==> src/rtl/vga_sprite_mixer.sv <==
// Pipelined VGA compositor: scaled background plus NUM_SPR keyed sprites, sprite 0 on top.
// Drives sync-read ROM addresses and keeps a per-frame sprite-0 collision flag.
module vga_sprite_mixer #(
    parameter int unsigned NUM_SPR  = 4,
    parameter int unsigned SPR_W    = 30,
    parameter int unsigned SPR_H    = 37,
    parameter int unsigned SPR_AW   = 11,
    parameter int unsigned BG_SHIFT = 1,
    parameter int unsigned BG_W     = 320,
    parameter int unsigned BG_AW    = 17,
    parameter int unsigned ROM_LAT  = 1,
    parameter logic [7:0]  KEY      = 8'h00
) (
    input  logic                      clk,
    input  logic                      rst,
    input  logic [9:0]                hc,
    input  logic [9:0]                vc,
    input  logic                      video_on,
    input  logic [10*NUM_SPR-1:0]     spr_x,
    input  logic [10*NUM_SPR-1:0]     spr_y,
    input  logic [NUM_SPR-1:0]        spr_en,
    output logic [BG_AW-1:0]          bg_addr,
    input  logic [7:0]                bg_data,
    output logic [SPR_AW*NUM_SPR-1:0] spr_addr,
    input  logic [8*NUM_SPR-1:0]      spr_data,
    output logic [3:0]                vgaRed,
    output logic [3:0]                vgaGreen,
    output logic [3:0]                vgaBlue,
    output logic                      coll
);

    localparam int unsigned DLY = ROM_LAT + 1;

    localparam logic signed [11:0] HALF_W = 12'(SPR_W / 2);
    localparam logic signed [11:0] HALF_H = 12'(SPR_H / 2);
    localparam logic signed [11:0] SW     = 12'(SPR_W);
    localparam logic signed [11:0] SH     = 12'(SPR_H);

    logic [NUM_SPR-1:0]        hit_d;
    logic [SPR_AW*NUM_SPR-1:0] spr_addr_d;
    logic [BG_AW-1:0]          bg_addr_d;
    logic                      org_d;

    // 12-bit signed offsets so hc-left cannot wrap for boxes hanging off either edge.
    for (genvar i = 0; i < NUM_SPR; i++) begin : g_box
        logic signed [11:0] left, top, dx, dy;
        logic [SPR_AW-1:0]  lin;

        assign left = $signed({2'b00, spr_x[10*i +: 10]}) - HALF_W;
        assign top  = $signed({2'b00, spr_y[10*i +: 10]}) - HALF_H;
        assign dx   = $signed({2'b00, hc}) - left;
        assign dy   = $signed({2'b00, vc}) - top;
        assign hit_d[i] = spr_en[i] && (dx >= 0) && (dx < SW) && (dy >= 0) && (dy < SH);
        assign lin  = SPR_AW'(dx) + SPR_AW'(dy) * SPR_AW'(SPR_W);
        assign spr_addr_d[SPR_AW*i +: SPR_AW] = hit_d[i] ? lin : '0;
    end

    assign bg_addr_d = BG_AW'(hc >> BG_SHIFT) + BG_AW'(BG_W) * BG_AW'(vc >> BG_SHIFT);
    assign org_d     = (hc == 10'd0) && (vc == 10'd0);

    // Side-band flags ride alongside the ROM access so they line up with the returned data.
    logic [NUM_SPR-1:0] hit_pipe [DLY];
    logic [DLY-1:0]     von_pipe;
    logic [DLY-1:0]     org_pipe;

    always_ff @(posedge clk) begin
        if (rst) begin
            bg_addr  <= '0;
            spr_addr <= '0;
            von_pipe <= '0;
            org_pipe <= '0;
            for (int i = 0; i < int'(DLY); i++) begin
                hit_pipe[i] <= '0;
            end
        end else begin
            bg_addr     <= bg_addr_d;
            spr_addr    <= spr_addr_d;
            von_pipe    <= {von_pipe[DLY-2:0], video_on};
            org_pipe    <= {org_pipe[DLY-2:0], org_d};
            hit_pipe[0] <= hit_d;
            for (int i = 1; i < int'(DLY); i++) begin
                hit_pipe[i] <= hit_pipe[i-1];
            end
        end
    end

    logic [NUM_SPR-1:0] opaque;
    logic [7:0]         pix;
    logic               others;
    logic               set_coll;
    logic [11:0]        rgb_d;

    always_comb begin
        opaque = '0;
        pix    = bg_data;
        others = 1'b0;
        // Walk from the lowest priority up so the lowest opaque index ends up in pix.
        for (int i = int'(NUM_SPR) - 1; i >= 0; i--) begin
            opaque[i] = hit_pipe[DLY-1][i] && (spr_data[8*i +: 8] != KEY);
            if (opaque[i]) begin
                pix = spr_data[8*i +: 8];
            end
        end
        for (int i = 1; i < int'(NUM_SPR); i++) begin
            others = others | opaque[i];
        end
        set_coll = opaque[0] && others;
        rgb_d    = von_pipe[DLY-1] ?
                   {pix[7:5], pix[7], pix[4:2], pix[4], pix[1:0], pix[1:0]} : 12'h000;
    end

    always_ff @(posedge clk) begin
        if (rst) begin
            vgaRed   <= '0;
            vgaGreen <= '0;
            vgaBlue  <= '0;
            coll     <= 1'b0;
        end else begin
            {vgaRed, vgaGreen, vgaBlue} <= rgb_d;
            // A collision on the frame's first pixel must survive the frame clear.
            if (set_coll) begin
                coll <= 1'b1;
            end else if (org_pipe[DLY-1]) begin
                coll <= 1'b0;
            end
        end
    end

endmodule

==> config.mk <==
export PLATFORM = sky130hd
export DESIGN_NAME = vga_sprite_mixer
export DESIGN_NICKNAME = d
export VERILOG_FILES = /design/src/rtl/vga_sprite_mixer.sv
export SDC_FILE = /design/constraint.sdc
export NUM_CORES = 1
export LEC_CHECK = 0
export CORE_MARGIN = 2
export CORE_UTILIZATION = 50
export CTS_BUF_LIST = sky130_fd_sc_hd__clkbuf_16
export CTS_CLUSTER_DIAMETER = 100
export DETAILED_ROUTE_END_ITERATION = 10
export MAX_ROUTING_LAYER = met4
export PLACE_DENSITY = 0.84
export SYNTH_ARGS = -nofsm -noshare
export SYNTH_HDL_FRONTEND = slang
export SYNTH_SLANG_ARGS = --single-unit
==> constraint.sdc <==
create_clock -name clk -period 5.2 [get_ports clk]
set_input_delay 1.04 -clock clk [delete_from_list [all_inputs] [get_ports clk]]
set_output_delay 1.04 -clock clk [all_outputs]
set_load 0.02 [all_outputs]
Word-level counts from Yosys, hierarchy flattened
Memory sizes are Yosys's and may differ from the RTL's. Index checks and enable logic that the tools add are counted.

Logic and storage cells: 108. Output and inout bits: 74. Memories: 1. Bits in writable memories: 8. Bits of input ports: 147. Bits in registers: 78.

Add/sub/neg operators: 21. Mux-type cells: 11. $lt $le $gt $ge: 16. Reductions and logical operators: 34. Multiply operators: 5. Bitwise gates (word level): 9.

Memory list: hit_pipe (words 2, width 4, rd ports 2, clocked after Yosys merged registers in 0, wr ports 2, RTL line 62) `logic [NUM_SPR-1:0] hit_pipe [DLY];`.

Operators with widths (number): >= comparator 12 x 1 -> 1 bit (second input constant) (8); subtractor 11 x 11 -> 12 bit (8); < comparator 12 x 6 -> 1 bit (second input constant) (4); < comparator 12 x 7 -> 1 bit (second input constant) (4); adder 11 bit (4); multiplier 11 x 4 -> 10 bit (second input constant) (4); subtractor 10 x 4 -> 11 bit (second input constant) (4); subtractor 10 x 5 -> 11 bit (second input constant) (4); two-way mux 8 bit (4); nonzero test 8 bit (4); logical AND 1 bit (22); logical NOT 10 bit (2); adder 9 x 17 -> 17 bit (1); multiplier 3 x 9 -> 11 bit (first input constant) (1); OR reduction 2 bit (5); two-way mux 4 bit (2); two-way mux 1 bit (5); inverter 1 bit (5); OR 1 bit (4); nonzero test 2 bit (1).

Depth between registers and ports, before layout
Depth after elaboration: 9. Depth in mapped cells: 24. Depth with buffers taken out: 24.

Worst setup path before layout
OpenSTA, ideal clock, no wires.

Kind: input to register. From: input port spr_y[21]. To: register spr_addr[32]. Cell stages on the path: 22. Buffers on the path: 0. Arrival: 5418 ps. Setup slack: -352 ps. Required time: 5066 ps. Library setup time: 134 ps. Cell sequence: inv_1 > ha_1 > inv_1 > o21ai_0 > xnor2_1 > ha_1 > o21a_1 > o31a_1 > nor3_1 > inv_1 > ha_1 > ha_1 > inv_1 > fa_1 > inv_1 > ha_1 > xnor2_1 > ha_1 > a21o_1 > a21oi_1 > xnor2_1 > nor4_1.

Longest elaborated chain between the ends: 7. Elaborated cells on any way between the ends: 10. Classes of those cells: add/sub (3); mul (1); order compare (2); bitwise (1); reduce/logical (3).

Ends and longest elaborated chain: from (decl) (RTL line 20) `input logic [10*NUM_SPR-1:0] spr_y,`; subtractor 10 x 5 -> 11 bit (*) (RTL line 50) `assign top = $signed({2'b00, spr_y[10*i +: 10]}) - HALF_H;`; subtractor 11 x 11 -> 12 bit (*) (RTL line 52) `assign dy = $signed({2'b00, vc}) - top;`; parallel branches: the longest is 5 deep, another holds multiplier 11 x 4 -> 10 bit; to (signal assigned) (RTL line 77) `spr_addr <= spr_addr_d;`; to (decl) (RTL line 24) `output logic [SPR_AW*NUM_SPR-1:0] spr_addr,`.

Every way passes the cells marked *. A chain may end at the register's enable or synchronous reset.

Worst setup path after layout
From: input port spr_y[20]. To: register spr_addr[31].

Same word-level chain as after synthesis.

==> results.cfg <==
[status]
status = finished clean

[sta]
rsz0062_at_grt = true
period_share_pct = 98.9
finalHoldViolCount = 0
skew_ps = 4.04
relSlewSlack_pct = 53.9
finalSetupViolCount = 0
fin_crit_ps = 5140
maxSlewViolCount = 0
fmax_mhz = 194
worst_slack_ps = 56.6
worst_pin_slew_ps = 687

[setup_path]
endpoint_kind = register
critPathBufInv = 5
path_class = input port to register
critPathMaxFanout = 4
reg2reg_from = hit_pipe[0][5]
cp.arrival_ps = 5400
cp.required_ps = 5460
critical-path-max-stage-delay_ps = 600
path_cells = clkdlybuf4s15_1 > ha_4 > fa_2 > xnor2_4 > fa_1 > inv_1 > fa_1 > fa_1 > inv_1 > a21o_1 > a21oi_2 > buf_4 > o21bai_4 > a21oi_4 > xnor2_1 > ha_1 > buf_6 > xor2_1 > nor4_1
crit_path_start_kind = input port
crit_top_cell = fa_1
r2r_slack_ps = 3410
worstReg2RegEnd = vgaGreen[1]
reg2reg_depth = 5
slowest_stage = fa_1
crit_family = adder cells

[synth]
synthDominantCellAreaShare_pct = 21.9
post_synth_num_cell_types = 63
async_reset_ff_share_pct = 0
yosysTopAreaCell = ha_1
synth_area_um2 = 11900
ys_top_cells_by_area = ha_1, dfxtp_1, fa_1
avgSynthCellArea_um2 = 8.14
synth-seq-cells = 82
syn_nets = 1875
synth_ff_type = dfxtp_1
ys_seq_area_share_pct = 13.8
syn_inst = 1465
synth_edf_count = 0
yosysWarningCount = 0

[grt]
grt_usage_pct = 31.8
grt_pass1_wl_mm = 61.5
grt_pass1_vias = 12972
grt_max_degree = 28
grt-ovfl-total = 0
antenna_found_initial = 2

[die]
die_w_um = 158
num_rows = 56
dieArea_um2 = 25100
die_y_um = 158
initial_core_util_pct = 50.8
core_area_um2 = 23500
io_pins = 221

[clock_network]
clk_path_buf_depth = 2
path_clk_slew_ps = 70
insertion_delay_ps = 340
cts_root_buf = clkbuf_16
cts_tree = done
clkSinkCount = 82
ctsHoldBuffers = 0
cts_buffers = 9
h-tree-depth = 3

[layout]
most-common-layout-cells = buf_4, clkdlybuf4s50_1, ha_1
fillers = 1608
multi_input_area_um2 = 10300
finalInstanceArea_um2 = 17500
postLayoutCoreUtil_pct = 74.5
instances_no_fill = 2247
areaGrowthSynthToFinish_pct = 46.5
final_common_cell = buf_4
drive_above_1_share_pct = 21.8
fin_nets = 2331
seq_area_um2 = 1640

[routing]
firstDrtPassIters = 6
drt-vias-per-instance = 5.58
ant_nets = 0
drc = 0
routed_wl_mm = 40.0
drtIter0Drc = 716
wl_per_cell_um = 17.8
num_vias = 12541

[place]
place_ws_ps = -949
dpl_cell_area_um2 = 16300
dp_hpwl_mm = 30.8
io_buffers = 220
dp_cells = 2216
gp_congestion = 0.887

[min_path]
min_to = hit_pipe[0][7]
hold_path_depth = 1
hold_start = hit_pipe[0][3]
worstHoldPathType = register to register

[power]
power_leakage_nw = 7.96
power.density_nw_per_um2 = 742
total_power_mw = 13.0
peakVddDrop_v = 0.00165

[run]
max_cap_violations = 0
==> final cells by class <==
| cell class | count | area share, % |
|---|---|---|
| Inverter | 195 | 4.25 |
| Antenna cell | 2 | 0.0286 |
| Sequential cell | 82 | 9.39 |
| Tap cell | 319 | 2.28 |
| Clock inverter | 7 | 0.537 |
| Timing Repair Buffer | 463 | 23.0 |
| Multi-Input combinational cell | 1170 | 59.2 |
| Clock buffer | 9 | 1.29 |
==> worst max path at each step <==
stage | from | end | slack (ps) | cells past startpoint
after detailed placement | vc[0] | spr_addr[21] | -950 | 21
after floorplan | spr_y[22] | spr_addr[32] | -110 | 20
after global placement | spr_y[32] | spr_addr[43] | -720 | 24
after global routing | spr_y[31] | spr_addr[43] | -200 | 25
after CTS | spr_y[34] | spr_addr[43] | -8 | 22
final | spr_y[20] | spr_addr[31] | 60 | 19
==> routing by layer <==
metal  wire (um)  GRT usage [%]  part of all wire [%]
met5           0              -                     0
met4        2060           15.2                   5.1
met3        2590           4.76                   6.5
met2       20000           56.8                    50
met1       15300           34.7                    38
==> logic make-up after synthesis <==
group	count (synthesis)	synth area share (%)
simple gates	417	17.9
buf+inv	213	6.90
mux	5	0.420
fa+ha+maj	263	31.0
xor+xnor	181	13.6
compound gates	304	16.4
flops	82	13.8
==> where the power goes <==
part	switching [mW]	leakage, nW	internal [mW]
Sequential	0.00548	0.666	0.645
Clock	0.287	0.153	0.420
Combinational	5.43	7.15	6.18
==> metrics by stage <==
stage	setup TNS, ps	hold WS [ps]
global placement	-16600	417
floorplan	-106	414
detailed placement	-22670	425
finish	0	437
global route	-419	457
CTS	-8.17	440
==> registers in the layout, indices dropped and copies added, names as in the netlist <==
signal,cells
org_pipe,2
spr_addr,44
vgaRed,3
von_pipe,2
vgaBlue,2
coll,1
hit_pipe,8
vgaGreen,3
bg_addr,17
==> synth_stat cells (4+ instances only) <==
cell type    n
o21bai_1     4
dfxtp_1     82
a21boi_0     6
nor2_1     107
o2111ai_1    6
or4_1        9
o31a_1      17
o21ai_0     73
ha_1       209
xnor2_1    120
a21o_1      32
xor2_1      58
a22oi_1      4
a41oi_1      4
and3_1       7
mux2i_1      5
a21oi_1     88
nor4_1      35
o21a_1      23
nor3b_1      5
nand4_1      5
nand2_1     72
buf_4        4
a31oi_1      7
inv_1      195
a311oi_1     4
nand3b_1     5
or3_1        9
or2_2        5
nor2b_1     49
a211oi_1     6
nand3_1     19
o211ai_1     5
fa_1        54
nor3_1      46
nand2b_1    33
clkbuf_1    11
==> timing repair <==
item	in CTS	in global routing
pin swaps	52	84
setup buffers	9	4
resized for setup	112	124
endpoints found under the setup margin	34	31
cloned	0	0
Note: power is estimated with default switching activity, not from simulation.
